[config.mk]
export PLATFORM = sky130hd
export DESIGN_NAME = pocket_event_encoder
export DESIGN_NICKNAME = d
export VERILOG_FILES = /design/src/rtl/pocket_pkg.sv /design/src/rtl/pocket_event_encoder_picker.sv /design/src/rtl/pocket_event_encoder.sv
export SDC_FILE = /design/constraint.sdc
export NUM_CORES = 1
export LEC_CHECK = 0
export ABC_CLOCK_PERIOD_IN_PS = 1800
export CORE_UTILIZATION = 44
export DETAILED_ROUTE_END_ITERATION = 8
export HOLD_SLACK_MARGIN = 0.02
export PLACE_DENSITY = 0.69
export REMOVE_ABC_BUFFERS = 1
export SLEW_MARGIN = 30
export SYNTH_ARGS = -nofsm -noshare
export SYNTH_HDL_FRONTEND = slang
export SYNTH_HIERARCHICAL = 1
export SYNTH_SLANG_ARGS = --single-unit
[constraint.sdc]
create_clock -name clk -period 1.8 [get_ports clk]
set_input_delay 0.36 -clock clk [delete_from_list [all_inputs] [get_ports clk]]
set_output_delay 0.36 -clock clk [all_outputs]
set_load 0.05 [all_outputs]
[src/rtl/pocket_pkg.sv]
`default_nettype none
// ============================================================================
// Module  : pocket_pkg
// Purpose : Shared constants and types for the pocket event encoder.
//           Ball count default, white-ball index, FSM state encoding and
//           sound-select codes.
// Ports   : none (package)
// Rev     : 1.0  initial release
// ============================================================================
package pocket_pkg;

  localparam int NUM_BALLS_DEF = 8;
  localparam int WHITE_IDX     = 0;

  typedef enum logic [1:0] {
    IDLE  = 2'd0,
    PULSE = 2'd1,
    GAP   = 2'd2
  } pocket_state_t;

  localparam logic [1:0] SND_COLOUR = 2'd1;
  localparam logic [1:0] SND_WHITE  = 2'd2;
  localparam logic [1:0] SND_WIN    = 2'd3;

endpackage
`default_nettype wire

[src/rtl/pocket_event_encoder_picker.sv]
`default_nettype none
// ============================================================================
// Module  : pocket_priority_picker
// Purpose : Combinational arbiter over the pending-event mask. Coloured
//           balls win over white; among coloured balls the lowest index wins.
// Ports   : pending  in  NUM_BALLS  pending-event mask
//           valid    out 1          any bit of pending set
//           grant    out NUM_BALLS  one-hot selected ball (0 when !valid)
//           is_white out 1          the selected ball is the white ball
// Rev     : 1.0  initial release
// ============================================================================
module pocket_priority_picker
  import pocket_pkg::*;
#(
  parameter int NUM_BALLS = NUM_BALLS_DEF
) (
  input  logic [NUM_BALLS-1:0] pending,
  output logic                 valid,
  output logic [NUM_BALLS-1:0] grant,
  output logic                 is_white
);

  always_comb begin
    grant    = '0;
    valid    = |pending;
    // White only when no coloured ball is waiting.
    is_white = (pending[NUM_BALLS-1:1] == '0) && pending[WHITE_IDX];
    // Scan downwards so the lowest pending coloured index is the last write.
    for (int i = NUM_BALLS - 1; i >= 1; i--) begin
      if (pending[i]) begin
        grant    = '0;
        grant[i] = 1'b1;
      end
    end
    if (is_white) begin
      grant[WHITE_IDX] = 1'b1;
    end
  end

endmodule
`default_nettype wire

[src/rtl/pocket_event_encoder.sv]
`default_nettype none
// ============================================================================
// Module  : pocket_event_encoder
// Purpose : Converts per-pixel ball/hole collision flags into serialized
//           one-cycle increaseScore / decreaseScore pulses. Coloured balls
//           score once per game; the white ball penalizes once per episode
//           of consecutive hit frames. Exports the sunk-ball mask.
// Macro   : POCKET_SOUND_EN adds soundReq/soundSel outputs.
// Ports   : clk, resetN (async, active low), startOfFrame, newGame,
//           ballHoleHit[NUM_BALLS], increaseScore, decreaseScore,
//           ballSunk[NUM_BALLS], allSunk, busy
//           [POCKET_SOUND_EN] soundReq, soundSel[2]
// Rev     : 1.0  initial release
// ============================================================================
module pocket_event_encoder
  import pocket_pkg::*;
#(
  parameter int NUM_BALLS = NUM_BALLS_DEF
) (
  input  logic                 clk,
  input  logic                 resetN,
  input  logic                 startOfFrame,
  input  logic                 newGame,
  input  logic [NUM_BALLS-1:0] ballHoleHit,
  output logic                 increaseScore,
  output logic                 decreaseScore,
  output logic [NUM_BALLS-1:0] ballSunk,
  output logic                 allSunk,
`ifdef POCKET_SOUND_EN
  output logic                 soundReq,
  output logic [1:0]           soundSel,
`endif
  output logic                 busy
);

  pocket_state_t        state_q, state_d;
  logic [NUM_BALLS-1:0] frame_hit_q, frame_hit_d;
  logic [NUM_BALLS-1:0] pending_q, pending_d;
  logic [NUM_BALLS-1:0] sunk_q, sunk_d;
  logic                 prev_hit0_q, prev_hit0_d;
  logic                 inc_q, inc_d;
  logic                 dec_q, dec_d;
  logic                 all_sunk_q, all_sunk_d;

  logic [NUM_BALLS-1:0] commit;
  logic [NUM_BALLS-1:0] clr;
  logic                 take;
  logic                 pick_valid;
  logic [NUM_BALLS-1:0] pick_grant;
  logic                 pick_white;

  pocket_priority_picker #(
    .NUM_BALLS (NUM_BALLS)
  ) u_picker (
    .pending  (pending_q),
    .valid    (pick_valid),
    .grant    (pick_grant),
    .is_white (pick_white)
  );

`ifdef POCKET_SOUND_EN
  logic       snd_req_q, snd_req_d;
  logic [1:0] snd_sel_q, snd_sel_d;
  logic       last_colour;
`endif

  always_comb begin
    state_d     = state_q;
    inc_d       = 1'b0;
    dec_d       = 1'b0;
    clr         = '0;
    commit      = '0;

    // Commit the finished frame; the SOF-cycle hits start the new frame.
    if (startOfFrame) begin
      commit            = frame_hit_q & ~sunk_q;
      commit[WHITE_IDX] = frame_hit_q[WHITE_IDX] & ~prev_hit0_q;
    end
    frame_hit_d = startOfFrame ? ballHoleHit : (frame_hit_q | ballHoleHit);
    prev_hit0_d = startOfFrame ? frame_hit_q[WHITE_IDX] : prev_hit0_q;
    sunk_d      = sunk_q | {commit[NUM_BALLS-1:1], 1'b0};

    // The gap cycle doubles as the arbitration slot, so back-to-back
    // events come out two cycles apart.
    take = pick_valid && (state_q != PULSE);

    case (state_q)
      IDLE:    state_d = pick_valid ? PULSE : IDLE;
      PULSE:   state_d = GAP;
      GAP:     state_d = pick_valid ? PULSE : IDLE;
      default: state_d = IDLE;
    endcase

    if (take) begin
      inc_d = ~pick_white;
      dec_d = pick_white;
      clr   = pick_grant;
    end

    // Clear first, then OR in commits so a same-cycle re-arm survives.
    pending_d  = (pending_q & ~clr) | commit;
    all_sunk_d = &sunk_d[NUM_BALLS-1:1];

    if (newGame) begin
      state_d     = IDLE;
      frame_hit_d = '0;
      prev_hit0_d = 1'b0;
      pending_d   = '0;
      sunk_d      = '0;
      inc_d       = 1'b0;
      dec_d       = 1'b0;
      all_sunk_d  = 1'b0;
    end
  end

`ifdef POCKET_SOUND_EN
  always_comb begin
    snd_req_d   = 1'b0;
    snd_sel_d   = 2'd0;
    // Winning pulse: every coloured ball sunk and this is the last one queued.
    last_colour = (&sunk_q[NUM_BALLS-1:1]) &&
                  ((pending_q[NUM_BALLS-1:1] & ~pick_grant[NUM_BALLS-1:1]) == '0);
    if (take && !newGame) begin
      snd_req_d = 1'b1;
      if (pick_white) begin
        snd_sel_d = SND_WHITE;
      end else if (last_colour) begin
        snd_sel_d = SND_WIN;
      end else begin
        snd_sel_d = SND_COLOUR;
      end
    end
  end

  always_ff @(posedge clk or negedge resetN) begin
    if (!resetN) begin
      snd_req_q <= 1'b0;
      snd_sel_q <= 2'd0;
    end else begin
      snd_req_q <= snd_req_d;
      snd_sel_q <= snd_sel_d;
    end
  end

  assign soundReq = snd_req_q;
  assign soundSel = snd_sel_q;
`endif

  always_ff @(posedge clk or negedge resetN) begin
    if (!resetN) begin
      state_q     <= IDLE;
      frame_hit_q <= '0;
      pending_q   <= '0;
      sunk_q      <= '0;
      prev_hit0_q <= 1'b0;
      inc_q       <= 1'b0;
      dec_q       <= 1'b0;
      all_sunk_q  <= 1'b0;
    end else begin
      state_q     <= state_d;
      frame_hit_q <= frame_hit_d;
      pending_q   <= pending_d;
      sunk_q      <= sunk_d;
      prev_hit0_q <= prev_hit0_d;
      inc_q       <= inc_d;
      dec_q       <= dec_d;
      all_sunk_q  <= all_sunk_d;
    end
  end

  assign increaseScore = inc_q;
  assign decreaseScore = dec_q;
  assign ballSunk      = sunk_q;
  assign allSunk       = all_sunk_q;
  assign busy          = (pending_q != '0) || (state_q != IDLE);

endmodule
`default_nettype wire

==> results of run 1 <==
## cell families after synthesis
family          synth area share [%]
other cells                    0.284
compound gates                  13.5
buf+inv                         4.83
simple gates                    25.7
mux                            0.758
flops                           55.0
## critical path: cells and delay by family (launching register included)
family        cells  cell delay, ns
buf+inv           1            0.20
flops             1            0.45
simple gates      2            0.40
## cells in the mapped netlist, types with 2 or more instances
cell type / count / area, um2
buf_4: 6 / 45.0
o22ai_1: 2 / 12.5
nand3_1: 2 / 10.0
o21ai_0: 10 / 50.1
nor2_1: 21 / 78.8
a21oi_1: 23 / 115
buf_2: 3 / 15.0
nor3b_1: 3 / 22.5
nand3b_1: 8 / 60.1
dfrtp_1: 29 / 726
nor3_1: 2 / 10.0
nor4_1: 2 / 12.5
nand2_1: 10 / 37.5
## per-stage QoR
| step | util (%) | worst slack, ns | instances | setup TNS [ns] |
|---|---|---|---|---|
| 6_report | 58.4 | 0.0621 | 193 | 0 |
| 5_1_grt | 58.4 | -0.0109 | 193 | -0.0109 |
| 4_1_cts | 57.0 | 0.00835 | 192 | 0 |
| 3_5_place_dp | 54.5 | 0.183 | 184 | 0 |
| 3_3_place_gp | 54.5 | 0.272 | 184 | 0 |
| 2_1_floorplan | - | 0.340 | 126 | 0 |
## routing by layer
layer	vias to the layer above	share of wire [%]	GRT usage, %
met5	-	0	0
met4	0	1.5	6.27
met3	9	5.4	7.83
met2	39	48	32.8
met1	507	46	24.6
li1	522	-	-
## where the power goes
| part | switching, W | internal [W] | total [W] |
|---|---|---|---|
| Combinational | 0.000179 | 0.000121 | 0.000300 |
| Sequential | 0.0000497 | 0.000693 | 0.000743 |
| Clock | 0.000239 | 0.000226 | 0.000465 |
| Total | 0.000467 | 0.00104 | 0.00151 |
## state kept, by name, summed over array words and instances, names as in the netlist
name           count
frame_hit_q        8
decreaseScore      1
state_q            2
pending_q          8
allSunk            1
ballSunk           7
increaseScore      1
prev_hit0_q        1
## area by class of cell
type	count	share of cell area [%]
Clock buffer	7	3.97
Timing Repair Buffer	28	14.5
Multi-Input combinational cell	96	34.0
Sequential cell	29	44.6
Inverter	1	0.229
Clock inverter	1	0.306
Tap cell	31	2.37
## what timing repair did
action | in CTS | in global routing
setup buffers | 0 | 1
endpoints found under the setup margin | 0 | 1
resized for setup | 0 | 8
## worst paths after layout
path                                    startpoint                      end  cells after the start
setup / recovery            pending_q[4]$_DFF_PN0_                     busy                      3
hold / removal                              resetN     state_q[0]$_DFF_PN0_                      2
setup reg to reg            pending_q[1]$_DFF_PN0_   pending_q[3]$_DFF_PN0_                      5
hold reg to reg            prev_hit0_q$_DFFE_PN0P_  prev_hit0_q$_DFFE_PN0P_                      2
max in group asynchronous                   resetN   pending_q[4]$_DFF_PN0_                      2
min in group clk           prev_hit0_q$_DFFE_PN0P_  prev_hit0_q$_DFFE_PN0P_                      2
==> metrics.cfg, run 1 <==
[run_status]
violations=design-rule violations
status=complete, but fails checks

[pwr]
powerDensity_nw_per_um2=921
peakVddDrop_mv=0.563
power_w=0.00151
leakage_nw=0.735

[sta]
layout_min_cycle_time_ns=1.74
setup_viol=0
rsz0062_at_grt=yes
post-route-period-util_pct=96.5
finClkSkew_ns=0.0136
drv_slew=0
fmax_ghz=0.575
whs_ns=0.384
hold_viol=0

[floorplanning]
die_h_um=56.8
dieArea_um2=3220
initial_core_util_pct=47.1
pin_count=24
coreArea_um2=2810
die_w_um=56.8
rows=19

[synth]
synth_ff_type=dfrtp_1
async_flop_share_pct=100
synth_cell_types=27
synth_edf_count=0
postSynthAreaPerCell_um2=9.78
syn_inst=135
synth-seq-cells=29
synth_warnings=6
synth.cell_area_um2=1320
ys_seq_area_share_pct=55.0

[placement]
gp_congestion=0.822
placed_cell_area_um2=1530
port_buffers=22
dpl.hpwl_um=1900

[final_layout]
n_antenna_cell=0
syn2layout_area_growth_pct=24.1
multi_input_area_um2=557
nets=173
seq_area_um2=731
layout_common_cells=dfrtp_1, a21oi_1, nor2_1
fin_area_um2=1640
drive_gt1_share_pct=23.5
fillerInstances=242
final_common_cell=dfrtp_1

[drt]
antenna_left=0
routed_via_density=5.58
drc=1
drt-total-wl_um=2780
drt_iter0_drc=27
wl_per_cell_um=14.4
vias=1077
drt-pass1-iter-count=7

[hold_path]
hp-class=in -> async

[global_route]
grt_pass1_vias=1033
grt_pass1_wl_um=4730
grt_use_total_pct=20.1
gr-total-overflow=0
antenna_found_initial=0
grt_max_degree=30

[critical_path]
critPathSlowestCell=dfrtp_2
path_cells=nor4_2 > nand3_1 > buf_4
cp_max_fo=4
cp_data_arrival_time_ns=1.38
critPathLaunchType=flop
critPathKind=reg -> out
critPathRequiredTime_ns=1.44
cp-end-kind=output port
cpPeakStageDelay_ns=0.45
reg2reg_slack_ns=0.17

[clocking]
holdBufCountCts=0
cts_tree=yes
cts_made_buffers=5
clkTransAtPathRegs_ns=0.10
h-tree-depth=2
clock-root-buffer=clkbuf_4
clk_path_buf_depth=2
cts_sinks=29
clk_latency_ns=0.34

[job]
max_cap_violations=0

Note: power is estimated with default switching activity, not from simulation.
==> inputs of run 2 (changes only) <==
--- a/config.mk
+++ b/config.mk
@@ -8,11 +8,9 @@
 export ABC_CLOCK_PERIOD_IN_PS = 1800
 export CORE_UTILIZATION = 44
 export DETAILED_ROUTE_END_ITERATION = 8
-export HOLD_SLACK_MARGIN = 0.02
-export PLACE_DENSITY = 0.69
+export PLACE_DENSITY = 0.7
 export REMOVE_ABC_BUFFERS = 1
 export SLEW_MARGIN = 30
 export SYNTH_ARGS = -nofsm -noshare
 export SYNTH_HDL_FRONTEND = slang
-export SYNTH_HIERARCHICAL = 1
 export SYNTH_SLANG_ARGS = --single-unit
==> run 2 against run 1 <==
Against the previous run:
- the run ends with negative setup slack left
- global-route usage increased by 0.86 points
- synthesized cell count down 11%
- register-to-register slack improved by 0.03 ns
- clock skew fell by 0.011 ns
- sequential power down 2%
- flip-flop and latch count unchanged
- utilization grew 3.4 points
- worst hold slack improved by 0.020 ns
- critical path depth is 1 higher
- total power is 3.4% lower
- clock-buffer cell count is the same
- sequential share of layout area rose by 1.5 points
- critical path type unchanged
==> metrics.cfg, run 2 <==
[sta]
post-route-period-util_pct=111  ; +15 points
hold_viol=0  ; unchanged
drv_slew=0  ; unchanged
fin_ws_ns=-0.202  ; -0.264 ns
relSlewSlack_pct=58.7
layout_min_cycle_time_ns=2.00  ; +0.264 ns
rsz0062_at_grt=yes
fmax_ghz=0.500  ; -13%
setup_viol=1  ; +1
worst_pin_slew_ns=0.619
finClkSkew_ns=0.00262  ; -0.0110 ns

[floorplanning]
coreArea_um2=2540  ; -9.3%
rows=18  ; -1
die_h_um=54.5  ; -4.1%
die_w_um=54.5  ; -4.1%
dieArea_um2=2970  ; -8.0%
initial_core_util_pct=47.6  ; +0.53 points
pin_count=24  ; unchanged

[synth]
syn_inst=120  ; -11%
synthTopCellsByCount=dfrtp_1, nor2_1, a21oi_1
synth_cell_types=30  ; +11%
synth.cell_area_um2=1210  ; -8.2%
synth_area_leaders=dfrtp_1, a21oi_1, nor2_1
yosysTopAreaCell=dfrtp_1
synth_edf_count=0  ; unchanged
async_flop_share_pct=100  ; unchanged
yosysMostFrequentCell=dfrtp_1
synthDominantCellAreaShare_pct=59.9  ; +4.9 points
synth_ff_type=dfrtp_1
synth-seq-cells=29  ; unchanged
ys_seq_area_share_pct=59.9  ; +4.9 points
postSynthAreaPerCell_um2=10.1  ; +3.2%
synth_warnings=0  ; -6

[global_route]
grt_pass1_vias=931  ; -9.9%
grt_use_total_pct=21.0  ; +0.86 points
antenna_found_initial=0  ; unchanged
gr-total-overflow=0  ; unchanged
grt_max_degree=30  ; unchanged
grt_pass1_wl_um=4230  ; -11%

[final_layout]
layout_common_cells=dfrtp_1, nor2_1, a21oi_1, buf_4, clkdlybuf4s50_1
fin_area_um2=1570  ; -4.0%
syn2layout_area_growth_pct=29.9
drive_gt1_share_pct=20.5  ; -2.9 points
post-route-util_pct=61.8  ; +3.4 points
nets=163  ; -5.8%
final_common_cell=dfrtp_1
n_antenna_cell=0  ; unchanged
fillerInstances=214  ; -12%

[clocking]
cts_sinks=29  ; unchanged
clk_latency_ns=0.32  ; -0.02 ns
clkTransAtPathRegs_ns=0.09  ; about the same
cts_tree=yes
clk_path_buf_depth=2  ; unchanged
h-tree-depth=2  ; unchanged
cts_made_buffers=5  ; unchanged
clock-root-buffer=clkbuf_4

[pwr]
clockPowerShare_pct=27.4  ; -3.4 points
peakVddDrop_mv=0.638  ; +13%
leakage_nw=0.723  ; -1.6%
switchingPower_w=0.000444  ; -5.1%
powerDensity_nw_per_um2=926  ; +0.62%
p_comb_share_pct=22.6  ; +2.7 points
internal-power_w=0.00101  ; -2.6%
seq_power_share_pct=49.9  ; +0.6 points
power_w=0.00146  ; -3.4%
p_sw_share_pct=30.5  ; -0.54 points

[drt]
drt-total-wl_um=2570  ; -7.6%
wl_per_cell_um=14.2  ; -1.4%
route.met3.wl_um=100  ; -34%
drc=0  ; -1
routed_via_density=5.48  ; -1.9%
routed.top_layer=met4
vias=991  ; -8.0%
wirelength_met1_um=1210  ; -4.2%
drt_iter0_drc=7  ; -74%
antenna_left=0  ; unchanged
wl_met2_um=1230  ; -7.0%
drt-pass1-iter-count=4  ; -3

[placement]
dpl.hpwl_um=1720  ; -9.5%
pre_cts_ws_ns=-0.0375  ; -0.221 ns
gp_congestion=0.785  ; -4.5%
port_buffers=22  ; unchanged
placed_cell_area_um2=1480  ; -3.3%

[critical_path]
critPathLaunchType=flop
critPathRequiredTime_ns=1.44  ; about the same
reg2reg_slack_ns=0.20  ; +0.03 ns
critPathKind=reg -> out
cp_data_arrival_time_ns=1.64  ; +0.26 ns
cpPeakStageDelay_ns=0.55  ; +0.10 ns
r2r_cells=4  ; -1
critPathSlowestCell=or4_4
path_cells=or4_4 > nor3_4 > nand2_1 > buf_6
cp-end-kind=output port
cp_max_fo=2  ; -2

[run_status]
violations=negative setup slack
status=complete, but fails checks

[job]
max_cap_violations=0  ; unchanged

[hold_path]
hp-class=in -> async

[run 2: changes by cell type in the layout (fill, tap and decap cells not counted), moves of 3 or more]
cell	previous run	this run
o21ai_0	10	2
a21oi_1	23	19
dfrtp_1	25	29
dfrtp_2	4	0
nand2_1	10	6
nand3b_1	8	4
nor3b_1	3	0
[run 2: worst paths after layout]
path / start / end
hold / removal: resetN / state_q[0]$_DFF_PN0_
setup / recovery: pending_q[4]$_DFF_PN0_ / busy
hold reg to reg: state_q[0]$_DFF_PN0_ / state_q[0]$_DFF_PN0_
min in group clk: state_q[0]$_DFF_PN0_ / state_q[0]$_DFF_PN0_
setup reg to reg: pending_q[4]$_DFF_PN0_ / pending_q[7]$_DFF_PN0_
max in group asynchronous: resetN / frame_hit_q[1]$_DFF_PN0_
[run 2: what timing repair did]
item                                   in CTS  in global routing
resized for setup                           5                  0
hold buffers                                0                  0
cloned                                      0                  0
endpoints found under the hold margin       0                  0
pin swaps                                   1                  0
setup endpoints to repair                   1                  1
setup buffers                               2                  0
[run 2: stage by stage]
stage / cells / hold WS [ns] / setup TNS (ns)
floorplan: 112 / 0.0644 / -0.106
global placement: 172 / 0.445 / 0
detailed placement: 172 / 0.452 / -0.0375
CTS: 181 / 0.412 / -0.206
global route: 181 / 0.460 / -0.306
finish: 181 / 0.404 / -0.202
[run 2: critical path: cells and delay by family, from the launching register on]
kind / cells / cell delay (ns)
DFF: 1 / 0.39
buffers and inverters: 1 / 0.15
and+or+nand+nor: 3 / 0.77
[run 2: power groups by stage]
| stage | Clock, W | Combinational, W | Sequential, W |
|---|---|---|---|
| 2_1_floorplan | 0 | 0.000128 | 0.000778 |
| 3_3_place_gp | 0 | 0.000295 | 0.000737 |
| 3_5_place_dp | 0 | 0.000301 | 0.000739 |
| 4_1_cts | 0.000409 | 0.000330 | 0.000728 |
| 5_1_grt | 0.000437 | 0.000359 | 0.000734 |
| 6_report | 0.000400 | 0.000330 | 0.000727 |
[run 2: cell type report]
cell class,count,area [um2],area share (%)
repair buffers,32,284,18.1
well taps,30,37.5,2.39
inverters,2,7.51,0.477
flip-flops and latches,29,726,46.1
multi-input cells,81,463,29.4
clock buffers,7,55.1,3.50
[run 2: cells by family (layout without fill, tap and decap cells)]
family	count (synthesis)	after routing	synth area share, %
flip-flops	29	29	59.9
other	1	1	0.310
AND/OR/NAND/NOR	47	47	19.2
buffers and inverters	10	41	3.51
AO/OA/AOI/OAI	33	33	17.0
[run 2: metal layers]
| layer | vias to the layer above | track usage, % |
|---|---|---|
| met5 | - | 0 |
| met4 | 0 | 7.69 |
| met3 | 5 | 8.33 |
| met2 | 20 | 31.7 |
| met1 | 481 | 27.0 |
| li1 | 485 | - |
